**src/rtl/thre_bin_pkg.sv**
```systemverilog
// Shared types and parameter-derivation helpers for the threshold binarizer.
// Every width here is derived from the top-level parameters, so the sub-module and the top cannot disagree.
package thre_bin_pkg;

   typedef enum logic [1:0] {
      IDLE  = 2'd0,
      FETCH = 2'd1,
      RUN   = 2'd2
   } state_t;

   function automatic int clog2_min1(input int n);
      return (n <= 1) ? 1 : $clog2(n);
   endfunction

   function automatic int thr_per_word(input int data_width, input int thr_width);
      return data_width / thr_width;
   endfunction

   function automatic int word_count(input int channels, input int data_width,
                                     input int thr_width);
      return channels / thr_per_word(data_width, thr_width);
   endfunction

   function automatic int lane_width(input int data_width, input int thr_width);
      return clog2_min1(thr_per_word(data_width, thr_width));
   endfunction

   function automatic int word_idx_width(input int channels, input int data_width,
                                         input int thr_width);
      return clog2_min1(word_count(channels, data_width, thr_width));
   endfunction

endpackage

```
**src/rtl/threshold_compare.sv**
```systemverilog
// Selects one signed threshold lane from a packed ROM word, sign-extends it to the accumulator width,
// and produces the activation bit (acc >= threshold).
module threshold_compare
   import thre_bin_pkg::*;
#(
   parameter int DATA_WIDTH = 32,
   parameter int THR_WIDTH  = 16,
   parameter int ACC_WIDTH  = 16,
   parameter int LANE_WIDTH = 1
) (
   input  logic        [DATA_WIDTH-1:0] rom_data,
   input  logic        [LANE_WIDTH-1:0] lane,
   input  logic signed [ACC_WIDTH-1:0]  acc_data,
   output logic                         act_bit
);

   localparam int TPW = thr_per_word(DATA_WIDTH, THR_WIDTH);

   logic signed [THR_WIDTH-1:0] thr;
   logic signed [ACC_WIDTH-1:0] thr_ext;

   // NOTE: every variable assigned in this block gets a default first, so no latch is inferred.
   always_comb begin
      thr = '0;
      for (int l = 0; l < TPW; l++) begin
         if (lane == LANE_WIDTH'(l)) begin
            thr = rom_data[l*THR_WIDTH +: THR_WIDTH];
         end
      end
      // Size cast of a signed operand sign-extends.
      thr_ext = ACC_WIDTH'(thr);
      act_bit = (acc_data >= thr_ext);
   end

endmodule

```
**src/rtl/threshold_binarizer.sv**
```systemverilog
// Binarization stage: compares per-channel accumulators with ROM thresholds and packs the sign bits per frame.
// Optional THRE_PREFETCH_EN: fetch the next ROM word in the same cycle the last lane is accepted (no bubbles).
module threshold_binarizer
   import thre_bin_pkg::*;
#(
   parameter int ADDR_WIDTH = 8,
   parameter int DATA_WIDTH = 32,
   parameter int THR_WIDTH  = 16,
   parameter int ACC_WIDTH  = 16,
   parameter int CHANNELS   = 4
) (
   input  logic                         clk,
   input  logic                         rst,
   input  logic                         acc_valid,
   input  logic signed [ACC_WIDTH-1:0]  acc_data,
   output logic                         acc_ready,
   output logic                         rom_en,
   output logic        [ADDR_WIDTH-1:0] rom_addr,
   input  logic        [DATA_WIDTH-1:0] rom_data,
   output logic                         out_valid,
   output logic        [CHANNELS-1:0]   out_data,
   input  logic                         out_ready
);

   localparam int TPW        = thr_per_word(DATA_WIDTH, THR_WIDTH);
   localparam int WORD_COUNT = word_count(CHANNELS, DATA_WIDTH, THR_WIDTH);
   localparam int LW         = lane_width(DATA_WIDTH, THR_WIDTH);
   localparam int WW         = word_idx_width(CHANNELS, DATA_WIDTH, THR_WIDTH);
   localparam int CW         = clog2_min1(CHANNELS);

   state_t                state;
   logic [LW-1:0]         lane;
   logic [WW-1:0]         word_idx;
   logic [WW-1:0]         word_next;
   logic [CHANNELS-1:0]   pack;
   logic [CHANNELS-1:0]   pack_next;
   logic [CW-1:0]         chan;
   logic                  accept;
   logic                  last_lane;
   logic                  last_word;
   logic                  frame_end;
   logic                  act_bit;

   threshold_compare #(
      .DATA_WIDTH (DATA_WIDTH),
      .THR_WIDTH  (THR_WIDTH),
      .ACC_WIDTH  (ACC_WIDTH),
      .LANE_WIDTH (LW)
   ) u_compare (
      .rom_data (rom_data),
      .lane     (lane),
      .acc_data (acc_data),
      .act_bit  (act_bit)
   );

   assign acc_ready = (state == RUN) && (!out_valid || out_ready);
   assign accept    = acc_valid && acc_ready;
   assign last_lane = (lane == LW'(TPW - 1));
   assign last_word = (word_idx == WW'(WORD_COUNT - 1));
   assign frame_end = accept && last_lane && last_word;
   assign word_next = last_word ? '0 : word_idx + 1'b1;
   assign chan      = CW'(int'(word_idx) * TPW + int'(lane));

   always_comb begin
      pack_next       = pack;
      pack_next[chan] = act_bit;
   end

   // ROM request: the FETCH state reads the current word; with prefetch, the last-lane accept reads the next one.
   always_comb begin
      rom_en   = (state == FETCH);
      rom_addr = ADDR_WIDTH'(word_idx);
`ifdef THRE_PREFETCH_EN
      if (state == RUN && accept && last_lane) begin
         rom_en   = 1'b1;
         rom_addr = ADDR_WIDTH'(word_next);
      end
`endif
   end

   // NOTE: sequential state uses non-blocking assignments so every register samples pre-edge values.
   always_ff @(posedge clk) begin
      if (rst) begin
         state     <= IDLE;
         word_idx  <= '0;
         lane      <= '0;
         pack      <= '0;
         out_valid <= 1'b0;
         out_data  <= '0;
      end else begin
         if (out_valid && out_ready) begin
            out_valid <= 1'b0;
         end
         case (state)
            IDLE:  state <= FETCH;
            FETCH: state <= RUN;
            RUN: begin
               if (accept) begin
                  if (last_lane) begin
                     lane     <= '0;
                     word_idx <= word_next;
`ifdef THRE_PREFETCH_EN
                     state    <= RUN;
`else
                     state    <= FETCH;
`endif
                  end else begin
                     lane <= lane + 1'b1;
                  end
                  // A frame-end load wins over the handshake clear above.
                  if (frame_end) begin
                     out_data  <= pack_next;
                     out_valid <= 1'b1;
                     pack      <= '0;
                  end else begin
                     pack <= pack_next;
                  end
               end
            end
            default: state <= IDLE;
         endcase
      end
   end

endmodule

```
**config.mk**
```make
export PLATFORM = sky130hd
export DESIGN_NAME = threshold_binarizer
export DESIGN_NICKNAME = d
export VERILOG_FILES = /design/src/rtl/thre_bin_pkg.sv /design/src/rtl/threshold_compare.sv /design/src/rtl/threshold_binarizer.sv
export SDC_FILE = /design/constraint.sdc
export NUM_CORES = 1
export LEC_CHECK = 0
export ABC_AREA = 1
export CORE_MARGIN = 5
export CORE_UTILIZATION = 42
export CTS_BUF_LIST = sky130_fd_sc_hd__clkbuf_4 sky130_fd_sc_hd__clkbuf_8
export DETAILED_ROUTE_END_ITERATION = 6
export PLACE_DENSITY = 0.86
export SKIP_CTS_REPAIR_TIMING = 1
export SYNTH_ARGS = -nofsm -noshare
export SYNTH_HDL_FRONTEND = slang
export SYNTH_SLANG_ARGS = --single-unit
```
**constraint.sdc**
```tcl
create_clock -name clk -period 3.69 [get_ports clk]
set_clock_uncertainty 0.15 [all_clocks]
set_input_delay 0.5535 -clock clk [delete_from_list [all_inputs] [get_ports clk]]
set_output_delay 0.5535 -clock clk [all_outputs]
set_load 0.005 [all_outputs]
```
-- After elaboration in Yosys (flattened, before gate mapping)
Index checks and enable logic that the tools add are counted.
- $add $sub $neg: 3
- order comparisons: 3
- equality and inequality tests: 4
- multiplexer cells: 14
- reduce and logical (&&, ||, !) cells: 13
- operators with widths (cell ; number):
    16-bit greater-or-equal comparator ; 1
    16-bit two-way mux ; 1
    1-bit two-way mux ; 7
    1-bit logical AND ; 6
    2-bit case mux with 3 select lines ; 1
    3-bit AND reduction ; 2
    4-bit bitwise mux ; 1
    2-bit two-way mux ; 2
    4-bit two-way mux ; 1
    2-bit inequality test, second input constant ; 2
    2-bit AND reduction ; 2
    2-bit by 3-bit < comparator with 1-bit output, second input constant ; 1
    1-bit adder, second input constant ; 2
    2-bit by 1-bit adder with 2-bit output ; 1
    1-bit demux with 2-bit select ; 1
    2-bit by 1-bit == test with 1-bit output, second input constant ; 1
    2-bit == test, second input constant ; 1
    2-bit by 1-bit greater-or-equal comparator with 1-bit output, second input constant ; 1
    2-bit logical NOT ; 1
    1-bit logical NOT ; 1
    1-bit logical OR ; 1
- register bits: 13
- output and inout bits: 15
- logic and storage cells: 43

-- Depth between registers and ports, before layout
Gate-level depths: netlist of run 1.
- depth after elaboration: 9
- gate-level depth with buffers: 18
- gate-level depth less buffers: 17

-- Hierarchy
Synthesis of run 1 repeated with hierarchy kept, for this count alone.
- cell total of the unflattened synthesis: 162
- area, all modules: 1202.4 sq um
- by module, submodules not included (module ; times used ; cells an instance ; area each (sq um) ; seq. area each (sq um)):
    threshold_binarizer ; 1 ; 85 ; 629.4 ; 240.2
    threshold_compare ; 1 ; 77 ; 573.0 ; 0.0

-- Worst setup path before layout of run 1
OpenSTA, ideal clock, no wires.
- kind: reg2reg
- start point: reg lane
- end point: reg pack[0]
- library setup time: 0.070 ns
- arrival time: 2.098 ns
- data required time: 3.470 ns
- path slack: 1.372 ns
- stages on the path, launching flop included: 12
- path buffers: 2
- clock period less this slack: 2.318 ns
- path through: dfxtp_1 -> buf_2 -> buf_2 -> mux2i_1 -> ha_1 -> a21oi_1 -> o21ai_0 -> a21oi_1 -> nand3_1 -> nand4_1 -> nand3_1 -> a21oi_1
- cells in the longest elaborated chain, start to end: 7
- ends and longest elaborated chain (what ; RTL line ; RTL):
    from (decl) ; threshold_binarizer.sv:32 ; logic [LW-1:0] lane;
    from (signal assigned) ; threshold_binarizer.sv:108 ; lane <= lane + 1'b1;
    2-bit by 1-bit adder with 2-bit output ; threshold_binarizer.sv:62 ; assign chan = CW'(int'(word_idx) * TPW + int'(lane));
    2-bit by 3-bit < comparator with 1-bit output (implied by the code) or 2-bit by 1-bit greater-or-equal comparator with 1-bit output (tied branches) ; threshold_binarizer.sv:66 ; pack_next[chan] = act_bit;
    1-bit logical AND (implied by the code) ; threshold_binarizer.sv:66 ;
    1-bit two-way mux (implied by the code) ; threshold_binarizer.sv:66 ;
    1-bit demux with 2-bit select ; threshold_binarizer.sv:66 ;
    4-bit bitwise mux ; threshold_binarizer.sv:66 ;
    4-bit two-way mux * ; threshold_binarizer.sv:111 ; if (frame_end) begin
    to (signal assigned) ; threshold_binarizer.sv:116 ; pack <= pack_next;
    to (decl) ; threshold_binarizer.sv:35 ; logic [CHANNELS-1:0] pack;
Mark *: on every way between the ends. The rest lies on a longest branch, timed or not.
A chain may end at the register's enable or synchronous reset.

-- Worst setup path after layout of run 1
- start point: reg lane
- end point: reg out_data[1]
- cells in the longest elaborated chain, start to end: 6
- ends and longest elaborated chain (what ; RTL line ; RTL):
    2-bit by 1-bit adder with 2-bit output ; threshold_binarizer.sv:62 ;
    2-bit by 3-bit < comparator with 1-bit output (implied by the code) or 2-bit by 1-bit greater-or-equal comparator with 1-bit output (tied branches) ; threshold_binarizer.sv:66 ;
    1-bit logical AND (implied by the code) ; threshold_binarizer.sv:66 ;
    1-bit two-way mux (implied by the code) ; threshold_binarizer.sv:66 ;
    1-bit demux with 2-bit select ; threshold_binarizer.sv:66 ;
    4-bit bitwise mux ; threshold_binarizer.sv:66 ;
    to (signal assigned) ; threshold_binarizer.sv:112 ; out_data <= pack_next;
    to (decl) ; threshold_binarizer.sv:21 ; output logic [CHANNELS-1:0] out_data,
Several ways; a longest one is shown, not always the timed one.

==> out/results.ini, run 1 <==
[outcome]
status = complete, no violations

[min_path]
min-delay-start = state[0]
hold_depth = 1
hp-class = flop to flop
holdPathEnd = state[0]

[timing]
setup_viol_count_final = 0
grt_setup_unrepaired = false
setup_tns_ns = 0
max_freq_ghz = 0.371
finalMaxSlewViolations = 0
hold_violations = 0
worst_pin_slew_ns = 0.686
worst_slew_margin_rel_pct = 54.2
layout_min_cycle_time_ns = 2.70
finalCritPeriodShare_pct = 73.1

[placement]
gp_congestion = 0.834
placed_cell_area_mm2 = 0.00171
hpwl_um = 2800
portBuffers = 59
dp_cells = 239

[die]
start_util_pct = 44.6
die_w_um = 61.8
die_height_um = 61.8
core_mm2 = 0.00252
io_pins = 67
die_area_mm2 = 0.00381
rows = 18

[setup_path]
cpPeakStageDelay_ns = 0.76
reg2reg_from = lane
path_buf_inv = 1
worstPathCellList = buf_4 -> mux2i_1 -> ha_1 -> a21oi_1 -> nand2_1 -> a21oi_1 -> nand3_1 -> nand4_1 -> nand2_1 -> o21ai_0
crit_fanout = 13
r2r_setup_slack_ns = 0.99
worstSetupPathType = flop to flop
critical-path-slowest-cell = dfxtp_1
r2r-end = out_data[1]
worstSetupEndpointType = flop
worst_r2r_path_depth = 10
required_ns = 3.72
arrival_ns = 2.73
worstSetupStartpointType = flop
cpLargestDelayFamily = flip-flops

[cts]
cts_buffer_depth = 2
clkSlewWorstSetupHoldPaths_ns = 0.07
clockRootBuffer = clkbuf_4
cts_tree = built
clk_latency_ns = 0.26
htree_levels = 1
cts_buffers = 3
cts_sinks = 12

[job]
max-cap-violations = 0

[route]
route.detailed.drc = 0
dr.pass1.iters = 4
via_per_inst = 4.95
drtIter0Drc = 39
via_count = 1197
finalWirelength_um = 3120
wire_per_inst_um = 12.9
antenna_left = 0

[logic_synthesis]
synth-simple-area-share_pct = 25.1
synth_area_leader_cell = dfxtp_1
seq_area_frac_synth_pct = 21.4
syn-cell-area_mm2 = 0.00112
synth_top_family_by_area = simple AND/OR/NAND/NOR gates
synth_adder_area_share_pct = 17.8
synthDistinctLibCells = 22
yosysWarningCount = 0
syn_inst = 153
synth.ff_latch_count = 12
synth_xor_area_share_pct = 0
synthTopCellsByArea = dfxtp_1, ha_1, mux2i_1
synth-compound-area-share_pct = 11.5
synthMuxAreaShare_pct = 13.3
synth_area_per_cell_um2 = 7.35
synth_top_area_share_pct = 21.4

[finish]
finalNonFillerCells = 242
fillers = 229
nets = 282
final_design_area_no_fill_mm2 = 0.00174
drive_gt1_share_pct = 5.66
diodes = 0
syn_to_final_growth_pct = 54.3

[power]
power_mw = 0.366
power.density_mw_per_mm2 = 211
ir_drop_mv = 0.178
static-leakage-power_nw = 0.729

[global_route]
grt-ovfl-total = 0
grt_pass1_wl_um = 4780
grt_usage_pct = 16.6
grt_max_degree = 14
antenna_found_initial = 0
grt_pass1_vias = 1197

==> synth_stat cells <==
cell,n
a21o_1,1
a21oi_1,11
a21oi_2,2
a41oi_1,1
buf_2,2
buf_4,8
conb_1,1
dfxtp_1,12
ha_1,16
inv_1,13
mux2i_1,15
nand2_1,31
nand2_2,1
nand3_1,9
nand4_1,4
nor2_1,12
nor2_4,1
nor3_1,1
nor3_2,1
o21ai_0,7
o21ai_1,1
or2_2,3
==> how the worst max path moves through the flow <==
stage / start / to / slack [ns] / cells past startpoint
final: lane / out_data[1] / 0.99 / 10
after global routing: lane / out_data[0] / 0.66 / 10
after CTS: lane / out_data[1] / 1.00 / 12
after detailed placement: lane / out_data[1] / 1.03 / 10
after global placement: rom_data[31] / out_data[0] / 1.14 / 10
after floorplan: lane / pack[0] / 1.37 / 11
==> cells in the final DEF, fill, tap and decap left out <==
cell / instances
a21oi_1: 11
nand3_1: 9
a21oi_2: 2
ha_1: 16
mux2i_1: 15
inv_1: 13
nor3_2: 1
o21ai_0: 7
nor2_1: 12
clkbuf_4: 3
nand2_1: 31
nor2_4: 1
nand4_1: 4
conb_1: 7
dfxtp_1: 12
a41oi_1: 1
or2_2: 3
buf_4: 1
nand2_2: 1
clkdlybuf4s50_1: 59
nor3_1: 1
o21ai_1: 1
a21o_1: 1
==> cells by family (layout without fill, tap and decap cells) <==
kind of cell	after synthesis	in the layout
other	1	7
DFF	12	12
AOI/OAI and AO/OA	23	23
and+or+nand+nor	63	63
buffers and inverters	23	76
adders and majority gates	16	16
muxes	15	15
==> power by group <==
| part | internal, mW | switching (mW) | total [mW] |
|---|---|---|---|
| Sequential | 0.133 | 0.00515 | 0.138 |
| Clock | 0.0377 | 0.0369 | 0.0746 |
| Combinational | 0.0888 | 0.0641 | 0.153 |
==> worst reg2reg max path: stages, from the launching register on <==
cell,delay [ns]
dfxtp_1,0.76
buf_4,0.30
mux2i_1,0.21
ha_1,0.28
a21oi_1,0.14
nand2_1,0.07
a21oi_1,0.16
nand3_1,0.17
nand4_1,0.15
nand2_1,0.06
o21ai_0,0.16
==> registers in the layout, summed over array words and instances (netlist names) <==
| register | cells |
|---|---|
| out_data | 4 |
| last_word | 1 |
| pack | 3 |
| lane | 1 |
| out_valid | 1 |
| state | 2 |
==> through the flow <==
| step | hold slack, ns | utilization [%] | setup WS [ns] |
|---|---|---|---|
| 3_3_place_gp | 0.259 | 67.9 | 1.14 |
| 5_1_grt | 0.301 | 68.8 | 0.662 |
| 3_5_place_dp | 0.266 | 67.9 | 1.03 |
| 2_1_floorplan | 0.248 | - | 1.37 |
| 4_1_cts | 0.276 | 68.8 | 1.00 |
| 6_report | 0.269 | 68.8 | 0.992 |
==> cell type report <==
| type | instances | area [µm²] | share of cell area (%) |
|---|---|---|---|
| Timing Repair Buffer | 60 | 598 | 34.5 |
| Inverter | 13 | 48.8 | 2.81 |
| Tap cell | 30 | 37.5 | 2.16 |
| Clock buffer | 3 | 22.5 | 1.30 |
| Multi-Input combinational cell | 124 | 788 | 45.4 |
| Sequential cell | 12 | 240 | 13.8 |
==> metal layers <==
layer  vias up  track usage (%)  share of wire (%)
met3         2             2.27                5.2
met5         -                0                  0
met4         0             3.64               0.26
met1       533             17.1                 36
met2        33             34.5                 58
li1        629                -                  -
Power figures use the tool's default switching activity.
==> run 2, diff against run 1 <==
--- a/config.mk
+++ b/config.mk
@@ -7,10 +7,10 @@
 export LEC_CHECK = 0
 export ABC_AREA = 1
 export CORE_MARGIN = 5
-export CORE_UTILIZATION = 42
+export CORE_UTILIZATION = 35
 export CTS_BUF_LIST = sky130_fd_sc_hd__clkbuf_4 sky130_fd_sc_hd__clkbuf_8
 export DETAILED_ROUTE_END_ITERATION = 6
-export PLACE_DENSITY = 0.86
+export PLACE_DENSITY = 0.76
 export SKIP_CTS_REPAIR_TIMING = 1
 export SYNTH_ARGS = -nofsm -noshare
 export SYNTH_HDL_FRONTEND = slang
==> constraint.sdc (replaced) <==
create_clock -name clk -period 2.3 [get_ports clk]
set_clock_uncertainty 0.15 [all_clocks]
set_input_delay 0.345 -clock clk [delete_from_list [all_inputs] [get_ports clk]]
set_output_delay 0.345 -clock clk [all_outputs]
set_load 0.005 [all_outputs]
==> run 2 against run 1 <==
Effect of this change:
- worst setup slack got worse by 0.84 ns
- final cell count rose by 9.1%
- clock power is 120% higher
- largest cell class unchanged
- count of clock-buffer cells in the layout rose by 1
- sequential cell count unchanged
- critical path type unchanged
- total power rose by 80%
- combinational power increased by 82%
- sequential power grew 58%
==> out/results.ini, run 2 (synthesis results as in run 1) <==
[outcome]
status = complete, no violations  ; unchanged

[route]
via_count = 1240  ; was 1197
drtIter0Drc = 25  ; was 39
finalWirelength_um = 3040  ; was 3120 µm
antenna_left = 0  ; unchanged
via_per_inst = 4.70  ; was 4.95
wire_per_inst_um = 11.5  ; was 12.9 µm
route.detailed.drc = 0  ; unchanged
dr.pass1.iters = 4  ; unchanged

[finish]
syn_to_final_growth_pct = 67.6  ; was 54.3%
reg_top3 = out_data x4, pack x3, state x2  ; unchanged
regArea_um2 = 244  ; was 240 µm²
layout_commonest_cell = clkdlybuf4s50_1  ; unchanged
multiInputGateArea_um2 = 832  ; was 788 µm²
finalNonFillerCells = 264  ; was 242
largest_reg_flops = 4  ; unchanged
largest-register = out_data  ; unchanged
drive_gt1_share_pct = 15.5  ; was 5.66%
diodes = 0  ; unchanged
fillers = 294  ; was 229
most-common-layout-cells = clkdlybuf4s50_1, nand2_1, ha_1  ; unchanged
nets = 289  ; was 282

[power]
ir_drop_mv = 0.125  ; was 0.178 mV
power.density_mw_per_mm2 = 350  ; was 211 mW/mm²
switching_share_pct = 28.4  ; was 29.0%
power_frac_seq_pct = 33.0  ; was 37.8%
p_clk_share_pct = 24.7  ; was 20.4%
static-leakage-power_nw = 0.785  ; was 0.729 nW
p_sw_mw = 0.187  ; was 0.106 mW
p_int_mw = 0.472  ; was 0.260 mW
power_mw = 0.659  ; was 0.366 mW
combPwrFrac_pct = 42.3  ; was 41.8%

[timing]
worst_slack_ns = 0.150  ; was 0.992 ns
finalCritPeriodShare_pct = 93.5  ; was 73.1%
layout_min_cycle_time_ns = 2.15  ; was 2.70 ns
hold_violations = 0  ; unchanged
finalMaxSlewViolations = 0  ; unchanged
setup_viol_count_final = 0  ; unchanged
max_freq_ghz = 0.465  ; was 0.371 GHz

[setup_path]
worstSetupPathType = flop to flop  ; unchanged
cpPeakStageDelay_ns = 0.38  ; was 0.76 ns
worstSetupEndpointType = flop  ; unchanged
path_buf_inv = 1  ; unchanged
crit_fanout = 9  ; was 13
worst_r2r_path_depth = 11  ; was 10
r2r_setup_slack_ns = 0.15  ; was 0.99 ns
reg2reg_from = lane  ; unchanged
cpLargestDelayFamily = compound AO/OA/AOI/OAI gates  ; was flip-flops
required_ns = 2.31  ; was 3.72 ns
critical-path-slowest-cell = dfxtp_4  ; was dfxtp_1
arrival_ns = 2.16  ; was 2.73 ns
worstSetupStartpointType = flop  ; unchanged
r2r-end = out_data[2]  ; was out_data[1]
worstPathCellList = buf_8 -> mux2i_1 -> ha_1 -> a21oi_1 -> o21ai_1 -> a21oi_2 -> nand2_1 -> nand2_2 -> nand4_1 -> nand2_1 -> o21ai_1  ; was buf_4 -> mux2i_1 -> ha_1 -> a21oi_1 -> nand2_1 -> a21oi_1 -> nand3_1 -> nand4_1 -> nand2_1 -> o21ai_0

[min_path]
hp-class = flop to flop  ; unchanged
min-delay-start = state[0]  ; unchanged
holdPathEnd = state[0]  ; unchanged
hold_depth = 1  ; unchanged

[job]
max-cap-violations = 0  ; unchanged

[global_route]
grt_pass1_vias = 1103  ; was 1197
grt_pass1_wl_um = 4690  ; was 4780 µm
grt-ovfl-total = 0  ; unchanged
grt_max_degree = 13  ; was 14
grt_usage_pct = 13.5  ; was 16.6%
antenna_found_initial = 0  ; unchanged

[cts]
cts_tree = built  ; unchanged
clk_latency_ns = 0.26  ; about the same
clockRootBuffer = clkbuf_4  ; unchanged
cts_buffer_depth = 2  ; unchanged
htree_levels = 1  ; unchanged
clkSlewWorstSetupHoldPaths_ns = 0.08  ; was 0.07 ns
cts_buffers = 3  ; unchanged
cts_sinks = 12  ; unchanged

[placement]
portBuffers = 59  ; unchanged
gp_congestion = 0.873  ; was 0.834
dp_slack_ns = -0.0762  ; was 1.03 ns
hpwl_um = 2590  ; was 2800 µm
dp_cells = 255  ; was 239

[die]
io_pins = 67  ; unchanged
rows = 20  ; was 18
die_w_um = 66.7  ; was 61.8 µm
start_util_pct = 36.5  ; was 44.6%
core_mm2 = 0.00308  ; was 0.00252 mm²
die_height_um = 66.7  ; was 61.8 µm
die_area_mm2 = 0.00445  ; was 0.00381 mm²

-- run 2: changes by cell type in the layout (fill, tap and decap cells not counted), moves of 2 or more --
cell / change
a21oi_1: -4
nand2_2: +5
nand2_1: -5
nand3_1: -2
buf_8: +2
a21oi_2: +4
buf_4: +4
nand3_2: +2
-- run 2: how the worst max path moves through the flow --
stage                 startpoint     endpoint  slack, ns  cells after the start
floorplan                   lane      pack[0]       0.05                     11
global placement    rom_data[31]  out_data[2]       0.02                     11
detailed placement  rom_data[15]      pack[0]      -0.08                     10
CTS                         lane      pack[0]       0.07                     10
global route                lane  out_data[2]      -0.01                     14
finish                      lane  out_data[2]       0.15                     11
-- run 2: power groups by stage --
| stage | Combinational [mW] | Sequential [mW] | Clock [mW] |
|---|---|---|---|
| CTS | 0.251 | 0.217 | 0.167 |
| global route | 0.309 | 0.218 | 0.175 |
| global placement | 0.245 | 0.221 | 0 |
| detailed placement | 0.250 | 0.222 | 0 |
| floorplan | 0.134 | 0.221 | 0 |
| finish | 0.279 | 0.218 | 0.163 |
-- run 2: cell type report --
| cell class | count | share of cell area, % |
|---|---|---|
| flip-flops and latches | 12 | 12.9 |
| repair buffers | 67 | 35.5 |
| clock buffers | 4 | 1.92 |
| multi-input cells | 124 | 44.1 |
| well taps | 44 | 2.92 |
| inverters | 13 | 2.59 |
-- run 2: per-stage QoR --
stage / utilization (%) / setup TNS [ns] / cell area, µm² / hold WS, ns
floorplan: - / 0 / 1150 / 0.248
global placement: 56.7 / 0 / 1750 / 0.264
detailed placement: 56.7 / -0.346 / 1750 / 0.268
CTS: 57.9 / 0 / 1780 / 0.279
global route: 61.3 / -0.0133 / 1890 / 0.287
finish: 61.3 / 0 / 1890 / 0.274
-- run 2: routing by layer --
| metal | GRT usage [%] | vias up | share of wire, % | routed length [µm] |
|---|---|---|---|---|
| met3 | 2.87 | 2 | 6.5 | 197 |
| met1 | 15.4 | 562 | 41 | 1250 |
| li1 | - | 642 | - | - |
| met5 | 0 | - | 0 | 0 |
| met4 | 4.57 | 0 | 0.46 | 14 |
| met2 | 24.6 | 34 | 52 | 1570 |
==> run 3, diff against run 2 <==
--- a/config.mk
+++ b/config.mk
@@ -6,11 +6,13 @@
 export NUM_CORES = 1
 export LEC_CHECK = 0
 export ABC_AREA = 1
+export CORE_ASPECT_RATIO = 1.25
 export CORE_MARGIN = 5
 export CORE_UTILIZATION = 35
 export CTS_BUF_LIST = sky130_fd_sc_hd__clkbuf_4 sky130_fd_sc_hd__clkbuf_8
 export DETAILED_ROUTE_END_ITERATION = 6
-export PLACE_DENSITY = 0.76
+export PLACE_DENSITY = 0.84
+export RECOVER_POWER = 25
 export SKIP_CTS_REPAIR_TIMING = 1
 export SYNTH_ARGS = -nofsm -noshare
 export SYNTH_HDL_FRONTEND = slang
==> run 3 against run 2 <==
Effect of this change:
- first-iteration DRC count up 20%
- final area is 0.33% lower
- worst hold slack improved by 0.00081 ns
- register-to-register slack is essentially flat
- maximum frequency about the same
- critical path type unchanged
- largest cell class unchanged
==> out/results.ini, run 3 (synthesis results as in run 1) <==
[setup_path]
worstSetupStartpointType = flop  ; unchanged
crit_fanout = 6  ; was 9
r2r_setup_slack_ns = 0.15  ; about the same
worstSetupEndpointType = flop  ; unchanged
arrival_ns = 2.17  ; was 2.16 ns
required_ns = 2.33  ; was 2.31 ns
reg2reg_from = lane  ; unchanged
worstSetupPathType = flop to flop  ; unchanged
crit_path_start = lane  ; unchanged

[route]
finalWirelength_um = 2940  ; was 3040 µm
via_count = 1235  ; was 1240
via_per_inst = 4.84  ; was 4.70
wire_per_inst_um = 11.5  ; about the same
drtIter0Drc = 30  ; was 25
antenna_left = 0  ; unchanged
dr.pass1.iters = 4  ; unchanged
route.detailed.drc = 0  ; unchanged

[timing]
grt_setup_unrepaired = true
max_freq_ghz = 0.465  ; about the same
finalCritPeriodShare_pct = 93.4  ; was 93.5%
setup_viol_count_final = 0  ; unchanged
hold_violations = 0  ; unchanged
finalMaxSlewViolations = 0  ; unchanged
worst_slack_ns = 0.151  ; was 0.150 ns
layout_min_cycle_time_ns = 2.15  ; about the same

[die]
die_area_mm2 = 0.00445  ; about the same
rows = 23  ; was 20
io_pins = 67  ; unchanged
core_mm2 = 0.00317  ; was 0.00308 mm²
die_height_um = 73.4  ; was 66.7 µm
start_util_pct = 35.5  ; was 36.5%
die_w_um = 60.7  ; was 66.7 µm

[global_route]
antenna_found_initial = 0  ; unchanged
grt_pass1_vias = 1067  ; was 1103
grt-ovfl-total = 0  ; unchanged
grt_usage_pct = 12.7  ; was 13.5%
grt_max_degree = 22  ; was 13
grt_pass1_wl_um = 4350  ; was 4690 µm

[cts]
clk_latency_ns = 0.24  ; was 0.26 ns
clockRootBuffer = clkbuf_8  ; was clkbuf_4
cts_tree = built  ; unchanged
cts_buffers = 3  ; unchanged
htree_levels = 1  ; unchanged
cts_buffer_depth = 2  ; unchanged
clkSlewWorstSetupHoldPaths_ns = 0.05  ; was 0.08 ns
cts_sinks = 12  ; unchanged

[finish]
diodes = 0  ; unchanged
nets = 287  ; was 289
multiInputGateArea_um2 = 802  ; was 832 µm²
fin_util_pct = 59.4  ; was 61.3%
largest-register = out_data  ; unchanged
drive_gt1_share_pct = 11.0  ; was 15.5%
reg_top3 = out_data x4, pack x3, state x2  ; unchanged
most-common-layout-cells = clkdlybuf4s50_1, nand2_1, ha_1  ; unchanged
final_design_area_no_fill_mm2 = 0.00188  ; was 0.00189 mm²
largest_reg_flops = 4  ; unchanged
layout_commonest_cell = clkdlybuf4s50_1  ; unchanged
regArea_um2 = 244  ; unchanged
syn_to_final_growth_pct = 67.1  ; was 67.6%
fillers = 285  ; was 294

[job]
max-cap-violations = 0  ; unchanged

[placement]
dp_slack_ns = -0.0157  ; was -0.0762 ns
portBuffers = 59  ; unchanged
hpwl_um = 2370  ; was 2590 µm
gp_congestion = 0.781  ; was 0.873
placed_cell_area_mm2 = 0.00174  ; was 0.00175 mm²

[min_path]
min-delay-start = state[0]  ; unchanged
hp-class = flop to flop  ; unchanged

[power]
ir_drop_mv = 0.296  ; was 0.125 mV
power.density_mw_per_mm2 = 385  ; was 350 mW/mm²
static-leakage-power_nw = 0.788  ; was 0.785 nW

[outcome]
status = complete, no violations  ; unchanged

==> run 3: changes by cell type in the layout (fill, tap and decap cells not counted), sizes merged <==
cell and change:
buf -4, clkbuf +2, clkdlybuf4s50 -2, dlygate4sd3 +2
==> run 3: through the flow <==
stage               setup TNS (ns)  total power [mW]  cells  hold WS, ns
floorplan                        0             0.355    159        0.248
detailed placement         -0.0415             0.472    247        0.267
CTS                              0             0.707    251        0.274
global placement                 0             0.466    247        0.262
global route               -0.0397             0.769    255        0.285
finish                           0             0.723    255        0.274
==> run 3: worst paths after layout <==
| check | depth (start not counted) | endpoint |
|---|---|---|
| worst max-delay path | 10 | pack[2] |
| worst min-delay path | 1 | state[0] |
| worst max register to register | 10 | pack[2] |
| worst min register to register | 1 | state[0] |
==> run 3: worst max-delay path, cell delays in order, from the launching register on <==
cell and delay, ns:
dfxtp_4 0.39, buf_12 0.14, mux2i_1 0.20, ha_1 0.29, a21oi_1 0.14, o21ai_0 0.11
a21oi_2 0.16, nand3_1 0.16, nand4_1 0.15, nand3_1 0.08, a21oi_1 0.12
==> run 3: final cells by class <==
cell class,count,share of cell area (%)
Multi-Input combinational cell,124,42.7
Timing Repair Buffer,65,36.4
Sequential cell,12,13.0
Clock buffer,4,2.93
Inverter,13,2.60
Tap cell,37,2.46
==> run 3: routing by layer <==
layer	GRT usage, %	vias up	part of all wire, %
li1	-	639	-
met1	13.9	541	38
met2	22.1	50	50
met3	2.99	5	9.4
met4	6.51	0	2.0
met5	0	-	0
==> run 3: where the power goes <==
group / leakage, nW / internal, mW / total (mW) / switching (mW)
Sequential: 0.0980 / 0.214 / 0.219 / 0.00502
Clock: 0.0288 / 0.151 / 0.232 / 0.0805
Combinational: 0.662 / 0.162 / 0.272 / 0.110
Total: 0.788 / 0.528 / 0.723 / 0.196
